<file path="src/rtl/tick_controller.sv">
// Run controller: emits tick_count ticks spaced by a speed-selected period,
// with pause/abort control and a one-cycle done pulse at completion.
module tick_controller #(
  parameter logic [27:0] PERIOD_0 = 28'd1,
  parameter logic [27:0] PERIOD_1 = 28'd25000000,
  parameter logic [27:0] PERIOD_2 = 28'd50000000,
  parameter logic [27:0] PERIOD_3 = 28'd100000000
) (
  input  logic       clock,
  input  logic       reset_n,
  input  logic       start,
  input  logic       pause,
  input  logic       abort,
  input  logic [1:0] speed,
  input  logic [7:0] tick_count,
  output logic       tick,
  output logic       done,
  output logic       busy,
  output logic [7:0] ticks_left,
  output logic [1:0] state
);

  typedef enum logic [1:0] {
    IDLE  = 2'd0,
    RUN   = 2'd1,
    PAUSE = 2'd2,
    DONE  = 2'd3
  } state_t;

  state_t      state_q, state_d;
  logic [27:0] cnt_q, cnt_d;
  logic [27:0] period_q, period_d;
  logic [7:0]  ticks_left_q, ticks_left_d;
  logic        tick_q, tick_d;
  logic        done_q, done_d;

  logic        launch;
  logic        wrap;
  logic        last_tick;
  logic [27:0] period_sel;

  assign launch    = start && (tick_count != 8'd0);
  assign wrap      = (cnt_q == period_q - 28'd1);
  assign last_tick = (ticks_left_q == 8'd1);

  always_comb begin
    unique case (speed)
      2'd0:    period_sel = PERIOD_0;
      2'd1:    period_sel = PERIOD_1;
      2'd2:    period_sel = PERIOD_2;
      default: period_sel = PERIOD_3;
    endcase
  end

  // NOTE: sequential state uses non-blocking assignments so every flop
  // samples the pre-edge value of every other flop.
  always_ff @(posedge clock or negedge reset_n) begin
    if (!reset_n) begin
      state_q      <= IDLE;
      cnt_q        <= '0;
      period_q     <= PERIOD_0;
      ticks_left_q <= '0;
      tick_q       <= 1'b0;
      done_q       <= 1'b0;
    end else begin
      state_q      <= state_d;
      cnt_q        <= cnt_d;
      period_q     <= period_d;
      ticks_left_q <= ticks_left_d;
      tick_q       <= tick_d;
      done_q       <= done_d;
    end
  end

  // Priority inside a run: abort, then pause, then the period wrap.
  always_comb begin
    // NOTE: default every combinational output first so no path infers a latch.
    state_d = state_q;
    unique case (state_q)
      IDLE: if (launch) state_d = RUN;
      RUN, PAUSE: begin
        if (abort)                  state_d = IDLE;
        else if (pause)             state_d = PAUSE;
        else if (wrap && last_tick) state_d = DONE;
        else                        state_d = RUN;
      end
      DONE: state_d = IDLE;
      default: state_d = IDLE;
    endcase
  end

  // Leaving PAUSE counts on the same edge, so a pause costs exactly the
  // number of edges at which pause was sampled high.
  always_comb begin
    cnt_d        = cnt_q;
    period_d     = period_q;
    ticks_left_d = ticks_left_q;
    tick_d       = 1'b0;
    done_d       = 1'b0;
    unique case (state_q)
      IDLE: begin
        if (launch) begin
          period_d     = period_sel;
          ticks_left_d = tick_count;
          cnt_d        = '0;
        end
      end
      RUN, PAUSE: begin
        if (abort) begin
          cnt_d        = '0;
          ticks_left_d = '0;
        end else if (!pause) begin
          if (wrap) begin
            cnt_d        = '0;
            ticks_left_d = ticks_left_q - 8'd1;
            tick_d       = 1'b1;
            done_d       = last_tick;
          end else begin
            cnt_d = cnt_q + 28'd1;
          end
        end
      end
      DONE: begin
        if (abort) begin
          cnt_d        = '0;
          ticks_left_d = '0;
        end
      end
      default: begin
        cnt_d        = '0;
        ticks_left_d = '0;
      end
    endcase
  end

  always_comb begin
    tick       = tick_q;
    done       = done_q;
    busy       = (state_q == RUN) || (state_q == PAUSE);
    ticks_left = ticks_left_q;
    state      = state_q;
  end

endmodule

</file>
<file path="config.mk">
export PLATFORM = sky130hd
export DESIGN_NAME = tick_controller
export DESIGN_NICKNAME = d
export VERILOG_FILES = /design/src/rtl/tick_controller.sv
export SDC_FILE = /design/constraint.sdc
export NUM_CORES = 1
export LEC_CHECK = 0
export CORE_MARGIN = 5
export CORE_UTILIZATION = 41
export DETAILED_ROUTE_END_ITERATION = 12
export GPL_ROUTABILITY_DRIVEN = 0
export SETUP_SLACK_MARGIN = 0.1
export SLEW_MARGIN = 25
export SYNTH_ARGS = -nofsm -noshare
export SYNTH_HDL_FRONTEND = slang
export SYNTH_SLANG_ARGS = --single-unit
</file>
<file path="constraint.sdc">
create_clock -name clock -period 6.58 [get_ports clock]
set_input_delay 1.316 -clock clock [delete_from_list [all_inputs] [get_ports clock]]
set_output_delay 1.316 -clock clock [all_outputs]
set_load 0.005 [all_outputs]
</file>
==> flow_summary.json <==
{
  "finalClockSkew_ns": 0.007609,
  "whs_endpoint": "state[1]",
  "cts_resized": 0,
  "slew_viol_final": 0,
  "status": "finished clean",
  "period_needed_ns": 3.804,
  "holdCritPathClass": "reg2reg",
  "layout_commonest_cell": "nor2_1",
  "drt_iter0_drc": 147,
  "area_growth_pct": 13.50,
  "ys_seq_area_share_pct": 36.75,
  "clock-sinks": 48,
  "postCtsSetupRepairBufs": 0,
  "hp-start": "state[1]",
  "critPathKind": "in2reg",
  "power.density_mw_per_mm2": 363.8,
  "wl_um": 7945,
  "max_clock_freq_mhz": 262.9,
  "grt_use_total_pct": 16.77,
  "clkLatencyLatePin_ns": 0.30,
  "synth_edf_count": 0,
  "numCtsBuffers": 5,
  "vias": 2729,
  "die-area_mm2": 0.009866,
  "drcViolationCount": 0,
  "drtPass1Iterations": 7,
  "htree_num_levels": 2,
  "vdd_drop_max_mv": 0.1940,
  "startpoint_type": "primary input",
  "diodes": 0,
  "finalSetupViolations": 0,
  "ys_ff_latch": 48,
  "viasPerCell": 5.581,
  "ys_types": 60,
  "required_ns": 6.77,
  "grt_pass1_vias": 2859,
  "root_buffer": "clkbuf_8",
  "holdPathStages": 2,
  "dp.cells": 481,
  "hold_viol": 0,
  "wire_per_inst_um": 16.25,
  "io_buffers": 27,
  "relSlewSlack_pct": 35.39,
  "nNetsFinal": 413,
  "synth_area_mm2": 0.003272,
  "core_area_mm2": 0.007767,
  "period_share_pct": 57.81,
  "overflow": 0,
  "yosysWarningCount": 0,
  "initial_core_util_pct": 42.12,
  "grt_start_max_net_pins": 49,
  "p_leak_uw": 0.001531,
  "layout_common_cells": "nor2_1, dfrtp_1, nand2_1",
  "syn_nets": 394,
  "r2r_start": "period_q[11]",
  "fp.dieH_um": 99.33,
  "io-pin-count": 28,
  "ant_nets": 0,
  "die_x_um": 99.33,
  "layout_setup_ws_ns": 2.776,
  "finalNonFillerCells": 489,
  "hpwl_um": 5954,
  "tightestPinTransition_ns": 0.9650,
  "end_kind": "flip-flop",
  "grt_pass1_wl_um": 13660,
  "syn_avg_cell_area_um2": 8.915,
  "dp_slack_ns": 2.460,
  "cp.arrival_ns": 3.99,
  "r2r_setup_slack_ns": 2.81,
  "final_util_pct": 47.81,
  "num_rows": 32,
  "cts.clk_slew.worst_paths_ns": 0.10,
  "cts_hold_buf": 0,
  "cts_tree": "yes",
  "synth_flop_cell": "dfrtp_1",
  "grt_setup_unrepaired": "false",
  "maxCapViolCount": 0,
  "cp_max_fo": 19,
  "synthArstFlopShare_pct": 100.0,
  "setup_tns_ns": 0,
  "r2r_cells": 10,
  "syn_inst": 367,
  "cts_max_path_buffers": 2,
  "antenna_found_initial": 0,
  "drive_gt1_share_pct": 6.718,
  "crit-reg2reg-capture": "ticks_left[0]"
}
-- report_power, final --
group / internal, uW / switching [uW] / total (uW)
Sequential: 347 / 99.6 / 447
Combinational: 288 / 354 / 642
Clock: 153 / 109 / 262
Total: 788 / 563 / 1350
-- layout make-up --
type,instances,area [um2]
clock inverters,3,68.82
clock buffers,5,68.82
flip-flops and latches,48,1202
repair buffers,29,280.3
fillers,755,4054
inverters,17,63.81
multi-input cells,285,1902
well taps,102,127.6
-- cell usage after synthesis, types with 3 or more instances --
| master | number | area, um2 |
|---|---|---|
| nor2_1 | 49 | 183.9 |
| dfrtp_1 | 47 | 1176 |
| nand2_1 | 35 | 131.4 |
| xnor2_1 | 18 | 157.7 |
| xor2_1 | 18 | 157.7 |
| inv_1 | 17 | 63.81 |
| nor3_1 | 17 | 85.08 |
| ha_1 | 12 | 150.1 |
| clkbuf_1 | 11 | 41.29 |
| nand3_1 | 11 | 55.05 |
| a21oi_1 | 9 | 45.04 |
| o21ai_0 | 9 | 45.04 |
| or3_1 | 8 | 50.05 |
| a21o_1 | 6 | 45.04 |
| nor4_1 | 6 | 37.54 |
| a22oi_1 | 5 | 37.54 |
| mux2_2 | 5 | 56.30 |
| nand2b_1 | 5 | 31.28 |
| nand4_1 | 5 | 31.28 |
| and3_1 | 4 | 25.02 |
| o31ai_1 | 4 | 30.03 |
| a222oi_1 | 3 | 30.03 |
| a2bb2oi_2 | 3 | 45.04 |
| and2_1 | 3 | 18.77 |
| and4_1 | 3 | 26.28 |
| mux2i_1 | 3 | 30.03 |
| nor2b_1 | 3 | 18.77 |
| o21a_1 | 3 | 22.52 |
| o21bai_1 | 3 | 22.52 |
| or4_1 | 3 | 22.52 |
-- kinds of logic (layout without fill, tap and decap cells) --
| logic type | count (synthesis) | in the layout | share of synthesized area, % |
|---|---|---|---|
| muxes | 8 | 8 | 2.639 |
| AOI/OAI and AO/OA | 67 | 67 | 15.68 |
| DFF | 48 | 48 | 36.75 |
| xor gates and xnor gates | 36 | 36 | 9.637 |
| buffers and inverters | 34 | 54 | 5.124 |
| and+or+nand+nor | 162 | 162 | 25.58 |
| adders and majority gates | 12 | 12 | 4.589 |
-- critical path, cell delays in order --
cell,delay (ns)
clkdlybuf4s50_1,0.42
or4_1,0.57
o21ai_0,0.37
a21oi_1,0.29
o21a_1,0.42
buf_4,0.32
a211o_1,0.27
-- routing by layer --
| metal | track usage, % | vias up | routed length, um |
|---|---|---|---|
| li1 | - | 1348 | - |
| met1 | 23.01 | 1309 | 3752 |
| met2 | 27.17 | 56 | 3789 |
| met3 | 2.454 | 16 | 239 |
| met4 | 5.462 | 0 | 163 |
| met5 | 0 | - | 0 |
-- how the worst max path moves through the flow --
| stage | from | end | slack [ns] | cells past startpoint |
|---|---|---|---|---|
| after detailed placement | tick_count[3] | ticks_left[6] | 2.46 | 7 |
| final | tick_count[3] | ticks_left[6] | 2.78 | 7 |
| after CTS | tick_count[3] | ticks_left[6] | 2.78 | 7 |
| after global routing | tick_count[3] | ticks_left[6] | 2.49 | 7 |
| after floorplan | tick_count[3] | cnt_q[22] | 3.33 | 9 |
| after global placement | tick_count[3] | ticks_left[6] | 2.53 | 7 |
-- stage by stage --
step                      hold slack [ns]  cell area (um2)  power, uW
after global routing               0.6157             3714       1454
after CTS                          0.5712             3714       1361
final                              0.5731             3714       1351
after floorplan                    0.5150             3272      930.8
after global placement             0.5478             3576       1088
after detailed placement           0.5464             3576       1096
-- flip-flops by register name, summed over array words and instances (netlist names) --
name        flops
period_q        8
state           2
ticks_left      8
done            1
cnt_q          28
tick            1
(Power assumes the default switching activity.)
